**config.mk**
```make
export PLATFORM = sky130hd
export DESIGN_NAME = regfile_wr_arbiter_flat
export DESIGN_NICKNAME = d
export VERILOG_FILES = /design/src/rtl/regfile_pkg.sv /design/src/rtl/regfile_wr_arbiter_if.sv /design/src/rtl/rr_arb2.sv /design/src/rtl/regfile_wr_arbiter.sv /design/src/flat_wrapper.sv
export SDC_FILE = /design/constraint.sdc
export NUM_CORES = 1
export LEC_CHECK = 0
export CAP_MARGIN = 5
export CORE_MARGIN = 5
export CORE_UTILIZATION = 37
export CTS_CLUSTER_SIZE = 25
export DETAILED_ROUTE_END_ITERATION = 10
export PLACE_DENSITY_LB_ADDON = 0.05
export SETUP_SLACK_MARGIN = 0.2
export SLEW_MARGIN = 20
export SYNTH_ARGS = -nofsm -noshare
export SYNTH_HDL_FRONTEND = slang
export SYNTH_SLANG_ARGS = --single-unit
```
**constraint.sdc**
```tcl
create_clock -name clk -period 3.1 [get_ports clk]
set_input_delay 0.775 -clock clk [delete_from_list [all_inputs] [get_ports clk]]
set_output_delay 0.775 -clock clk [all_outputs]
set_load 0.02 [all_outputs]
```
**src/rtl/regfile_pkg.sv**
```systemverilog
// Shared constants and types for the register-file writeback path.
package regfile_pkg;

   localparam int DW         = 64;
   localparam int AW         = 5;
   localparam int ZR_IDX     = 31;
   localparam int STARVE_MAX = 4;

   localparam logic [7:0] DROP_MAX = 8'hFF;

   typedef struct packed {
      logic [AW-1:0] addr;
      logic [DW-1:0] data;
   } wr_req_t;

   typedef enum logic {
      GRANT_A = 1'b0,
      GRANT_B = 1'b1
   } grant_e;

endpackage

```
**src/rtl/regfile_wr_arbiter_if.sv**
```systemverilog
// Valid/ready writeback handshake for requesters A (ALU) and B (load).
interface regfile_wr_arbiter_if;
   import regfile_pkg::*;

   logic          a_valid;
   logic          a_ready;
   logic [AW-1:0] a_addr;
   logic [DW-1:0] a_data;
   logic          b_valid;
   logic          b_ready;
   logic [AW-1:0] b_addr;
   logic [DW-1:0] b_data;

   modport master (
      output a_valid, a_addr, a_data, b_valid, b_addr, b_data,
      input  a_ready, b_ready
   );

   modport slave (
      input  a_valid, a_addr, a_data, b_valid, b_addr, b_data,
      output a_ready, b_ready
   );

endinterface

```
**src/rtl/rr_arb2.sv**
```systemverilog
// Two-input arbiter: round-robin or fixed priority (A over B) with B starvation escape.
module rr_arb2
   import regfile_pkg::*;
#(
   parameter int STARVE_LIM = STARVE_MAX
) (
   input  logic       clk,
   input  logic       reset,
   input  logic       prio_mode,
   input  logic [1:0] req,
   input  grant_e     last_grant,
   output logic [1:0] grant
);

   localparam int CW = $clog2(STARVE_LIM + 1);

   logic [CW-1:0] starve_cnt;
   logic          contested;

   assign contested = &req;

   // NOTE: grant gets a default before any branch so no path leaves it unassigned (no latch).
   always_comb begin
      grant = 2'b00;
      if (reset) begin
         if (contested) begin
            if (prio_mode)
               grant = (starve_cnt == CW'(STARVE_LIM)) ? 2'b10 : 2'b01;
            else
               grant = (last_grant == GRANT_A) ? 2'b10 : 2'b01;
         end else begin
            grant = req;
         end
      end
   end

   // Counts contested cycles B loses in either mode, so a mode switch keeps the history.
   // NOTE: sequential state uses non-blocking assignments so every flop samples pre-edge values.
   always_ff @(posedge clk) begin
      if (!reset)
         starve_cnt <= '0;
      else if (grant[1])
         starve_cnt <= '0;
      else if (contested && starve_cnt != CW'(STARVE_LIM))
         starve_cnt <= starve_cnt + 1'b1;
   end

endmodule

```
**src/rtl/regfile_wr_arbiter.sv**
```systemverilog
// Shares the register-file write port between ALU (A) and load (B) writeback.
// Optional read bypass of the in-progress write is enabled with RF_WB_BYPASS_EN.
module regfile_wr_arbiter
   import regfile_pkg::*;
(
   input  logic                 clk,
   input  logic                 reset,
   input  logic                 prio_mode,
   regfile_wr_arbiter_if.slave  wb,
   output logic                 we3,
   output logic [AW-1:0]        wa3,
   output logic [DW-1:0]        wd3,
   output logic                 last_grant,
   output logic [7:0]           drop_cnt
`ifdef RF_WB_BYPASS_EN
   ,
   input  logic [AW-1:0]        ra1,
   input  logic [AW-1:0]        ra2,
   input  logic [DW-1:0]        rf_rd1,
   input  logic [DW-1:0]        rf_rd2,
   output logic [DW-1:0]        rd1_byp,
   output logic [DW-1:0]        rd2_byp
`endif
);

   logic [1:0] grant;
   grant_e     last_q;
   wr_req_t    sel;
   logic       xfer;
   logic       zr_hit;

   rr_arb2 #(.STARVE_LIM(STARVE_MAX)) u_arb (
      .clk        (clk),
      .reset      (reset),
      .prio_mode  (prio_mode),
      .req        ({wb.b_valid, wb.a_valid}),
      .last_grant (last_q),
      .grant      (grant)
   );

   assign wb.a_ready = grant[0];
   assign wb.b_ready = grant[1];
   assign xfer       = |grant;
   assign last_grant = last_q;

   always_comb begin
      sel.addr = wb.a_addr;
      sel.data = wb.a_data;
      if (grant[1]) begin
         sel.addr = wb.b_addr;
         sel.data = wb.b_data;
      end
   end

   assign zr_hit = xfer && (sel.addr == AW'(ZR_IDX));

   // Writes to the zero register finish the handshake but never raise we3.
   always_ff @(posedge clk) begin
      if (!reset) begin
         we3      <= 1'b0;
         wa3      <= '0;
         wd3      <= '0;
         last_q   <= GRANT_B;
         drop_cnt <= '0;
      end else begin
         we3 <= xfer && !zr_hit;
         if (xfer) begin
            wa3    <= sel.addr;
            wd3    <= sel.data;
            last_q <= grant[1] ? GRANT_B : GRANT_A;
         end
         if (zr_hit && drop_cnt != DROP_MAX)
            drop_cnt <= drop_cnt + 1'b1;
      end
   end

`ifdef RF_WB_BYPASS_EN
   assign rd1_byp = (we3 && ra1 == wa3) ? wd3 : rf_rd1;
   assign rd2_byp = (we3 && ra2 == wa3) ? wd3 : rf_rd2;
`endif

endmodule

```
**src/flat_wrapper.sv**
```systemverilog
// flat-port wrapper written by rule: the top's interface ports become plain ports
module regfile_wr_arbiter_flat import regfile_pkg::*;
  (clk, reset, prio_mode, we3, wa3, wd3, last_grant, drop_cnt, wb_a_valid, wb_a_addr, wb_a_data, wb_b_valid, wb_b_addr, wb_b_data, wb_a_ready, wb_b_ready);
  regfile_wr_arbiter_if wb_i ();
  input  logic clk;
  input  logic reset;
  input  logic prio_mode;
  output logic we3;
  output logic [AW-1:0] wa3;
  output logic [DW-1:0] wd3;
  output logic last_grant;
  output logic [7:0] drop_cnt;
  input wire logic [$bits(wb_i.a_valid)-1:0] wb_a_valid;
  input wire logic [$bits(wb_i.a_addr)-1:0] wb_a_addr;
  input wire logic [$bits(wb_i.a_data)-1:0] wb_a_data;
  input wire logic [$bits(wb_i.b_valid)-1:0] wb_b_valid;
  input wire logic [$bits(wb_i.b_addr)-1:0] wb_b_addr;
  input wire logic [$bits(wb_i.b_data)-1:0] wb_b_data;
  output wire logic [$bits(wb_i.a_ready)-1:0] wb_a_ready;
  output wire logic [$bits(wb_i.b_ready)-1:0] wb_b_ready;
  assign wb_i.a_valid = wb_a_valid;
  assign wb_i.a_addr = wb_a_addr;
  assign wb_i.a_data = wb_a_data;
  assign wb_i.b_valid = wb_b_valid;
  assign wb_i.b_addr = wb_b_addr;
  assign wb_i.b_data = wb_b_data;
  assign wb_a_ready = wb_i.a_ready;
  assign wb_b_ready = wb_i.b_ready;
  regfile_wr_arbiter u_core (.clk(clk), .reset(reset), .prio_mode(prio_mode), .wb(wb_i), .we3(we3), .wa3(wa3), .wd3(wd3), .last_grant(last_grant), .drop_cnt(drop_cnt));
endmodule
```
==> flow_summary.json <==
{
  "synth_enable_flop_cells": 0,
  "min_from": "u_core.drop_cnt[1]",
  "cp.buffers_inverters": 3,
  "cellPowerDensity_nw_per_um2": 431.6,
  "critPathTopFamily": "buffers and inverters",
  "power.net_switching_mw": 0.7123,
  "postSynth.topFlopCell": "dfxtp_1",
  "max_cap_viol_count": 0,
  "final_period_minus_worst_setup_slack_ns": 2.800,
  "preCtsSetupSlack_ns": -0.1163,
  "summed_instance_area_of_the_synthesized_netlist_um2": 3691,
  "crit_path_top_delay_cell": "clkdlybuf4s50_1",
  "clk_transition_reported_paths_ns": 0.08,
  "grt_pass1_wl_um": 18940,
  "grt_start_max_net_pins": 82,
  "outcome": "complete, no violations",
  "pnr_total_power_mw": 2.700,
  "ys_warn_count": 0,
  "timing.critical_path.from": "prio_mode",
  "place.gp.congestion": 0.7637,
  "drv_slew": 0,
  "worstMarginPinSlew_ns": 0.8293,
  "switching_share_pct": 26.38,
  "die_w_um": 109.9,
  "final_cell_mix": "clkdlybuf4s50_1, dfxtp_1, nor2_1",
  "peakVddDrop_v": 0.0002038,
  "drt_pass1_iterations": 4,
  "finClkSkew_ns": 0.01380,
  "design.core.area_um2": 9774,
  "drive_gt1_share_pct": 4.942,
  "drc": 0,
  "unrepaired_setup_endpoints_after_global_routing": "false",
  "critical-path-max-stage-delay_ns": 0.50,
  "timing.critical_path.to_type": "primary output",
  "die_height_um": 109.9,
  "detail_route.wirelength_um": 12410,
  "cellInternalPower_mw": 1.987,
  "first_iter_violations": 182,
  "area_growth_pct": 69.46,
  "ys_ff_latch": 82,
  "combinationalPowerShare_pct": 25.5,
  "numCtsBuffers": 9,
  "hold_violations": 0,
  "timing.final.crit_share_pct": 90.32,
  "synth-seq-area-share_pct": 44.47,
  "worst_setup_path_class": "input pin to primary output",
  "globalRouteTotalUtil_pct": 19.75,
  "synth_area_per_cell_um2": 9.416,
  "worst-path-max-fanout": 3,
  "setup_viol": 0,
  "first_global_vias": 3759,
  "antenna_found_initial": 0,
  "average_vias_per_placed_instance": 5.047,
  "total_leakage_power_nw": 2.483,
  "antenna_cells": 0,
  "drt.antenna.violating_nets": 0,
  "layout.cells.non_filler": 740,
  "port_buffers": 223,
  "die_area_um2": 12070,
  "final_area_um2": 6255,
  "worst-endpoint-required_ns": 2.32,
  "clock_power_share_pct": 30.9,
  "cts_tree": "built",
  "cts.htree.levels": 3,
  "synthesis.nets": 538,
  "postSynth.asyncResetShare_pct": 0,
  "clockRootBuffer": "clkbuf_8",
  "routed-via-count": 3735,
  "power.sequential.fraction_pct": 43.5,
  "rr_startpoint": "u_core.u_arb.starve_cnt[0]",
  "globalRouteOverflowTotal": 0,
  "dpl-instance-area_um2": 6055,
  "number_of_buffers_between_clock_root_and_the_deepest_sink": 2,
  "cts.hold.buffers_added": 0,
  "crit_path_cell_trace": "clkdlybuf4s50_1, and3_1, o211ai_2, inv_1, dlygate4sd2_1",
  "final.setup.worst_slack_ns": 0.3000,
  "avg_wl_per_cell_um": 16.77,
  "yosysUniqueCellTypes": 35,
  "nets": 750,
  "synthesis.instances": 392,
  "min-delay-path-class": "register to register",
  "initial_core_util_pct": 37.76,
  "layout_commonest_cell": "clkdlybuf4s50_1",
  "placed_cells": 726,
  "max_freq_mhz": 357.1,
  "detailedPlacementHpwl_um": 9151,
  "worstPathArrival_ns": 2.03,
  "cts_num_sinks": 82,
  "clk_latency_ns": 0.34,
  "boundaryPins": 224,
  "timing.critical_path.from_type": "input pin",
  "core.rowCount": 36,
  "normalized_max_slew_margin_pct": 44.72
}
## worst register-to-register path, cell delays in order (launching register included)
cell and delay (ns):
dfxtp_1 0.38, inv_1 0.06, ha_1 0.23, and3_1 0.24, o21ai_4 0.15, buf_4 0.12, buf_4 0.58, mux2i_1 0.25
o21ai_0 0.10, o311a_1 0.14
## power by group through the flow
| stage | registers [mW] | logic (mW) | clock network, mW |
|---|---|---|---|
| 3_3_place_gp | 1.19 | 0.687 | 0 |
| 5_1_grt | 1.18 | 0.739 | 0.905 |
| 2_1_floorplan | 1.29 | 0.202 | 0 |
| 6_report | 1.17 | 0.690 | 0.835 |
| 4_1_cts | 1.17 | 0.698 | 0.854 |
| 3_5_place_dp | 1.20 | 0.694 | 0 |
## kinds of logic after synthesis
kind of cell               after synthesis  share of synthesized area [%]
AOI/OAI and AO/OA                       93                          18.20
xor gates and xnor gates                 2                         0.4747
buffers and inverters                   39                          4.373
and+or+nand+nor                        101                          11.93
adders and majority gates                3                          1.017
muxes                                   72                          19.53
DFF                                     82                          44.47
## layer usage
layer | wire length (µm) | share of wire [%] | up-vias | GRT usage (%)
li1 | - | - | 1855 | -
met1 | 5059 | 41 | 1718 | 23.79
met2 | 5812 | 47 | 146 | 32.06
met3 | 1344 | 11 | 16 | 7.634
met4 | 194 | 1.6 | 0 | 6.768
met5 | 0 | 0 | - | 0
## flip-flops by register name, summed over array words and instances (netlist names)
| name | cells |
|---|---|
| u_core.wa3 | 5 |
| u_core.drop_cnt | 8 |
| u_core.we3 | 1 |
| u_core.last_grant | 1 |
| u_core.u_arb.starve_cnt | 3 |
| u_core.wd3 | 64 |
## metrics by stage
| step | utilization [%] | TNS [ns] | hold WS, ns |
|---|---|---|---|
| after floorplan | - | 0 | 0.4871 |
| after global placement | 61.94 | -0.09456 | 0.4738 |
| after detailed placement | 61.94 | -0.1163 | 0.4982 |
| after CTS | 64.03 | 0 | 0.5098 |
| after global routing | 63.99 | 0 | 0.5444 |
| final | 63.99 | 0 | 0.5074 |
## final cells by class
| type | count | area, µm² |
|---|---|---|
| Clock inverter | 3 | 65.06 |
| Inverter | 6 | 22.52 |
| Fill cell | 842 | 3520 |
| Multi-Input combinational cell | 271 | 1899 |
| Clock buffer | 11 | 141.4 |
| Sequential cell | 82 | 1642 |
| Tap cell | 133 | 166.4 |
| Timing Repair Buffer | 234 | 2318 |
## Yosys cell counts, types with 3 or more instances
| library cell | number | area [µm²] |
|---|---|---|
| nand2_1 | 7 | 26.28 |
| and3_1 | 5 | 31.28 |
| nand4_1 | 4 | 25.02 |
| ha_1 | 3 | 37.54 |
| a21oi_1 | 7 | 35.03 |
| nor2_1 | 73 | 274.0 |
| o21ai_0 | 5 | 25.02 |
| nand3_1 | 3 | 15.01 |
| buf_2 | 6 | 30.03 |
| a211oi_1 | 69 | 518.0 |
| buf_1 | 3 | 11.26 |
| mux2i_1 | 72 | 720.7 |
| clkbuf_1 | 23 | 86.33 |
| inv_1 | 4 | 15.01 |
| dfxtp_1 | 82 | 1642 |
## what timing repair did
item                       4_1_cts  5_1_grt
resized for setup                2        2
setup endpoints to repair        2        1
buffers inserted                 0        0
## path summary, 6_finish.rpt
check        slack [ns]                  to  cells after the start
max reg2reg        0.73       u_core.wa3[3]                      9
min                0.51  u_core.drop_cnt[1]                      2
min reg2reg        0.51  u_core.drop_cnt[1]                      2
max                0.30          wb_b_ready                      5
Note: power is estimated with default switching activity, not from simulation.
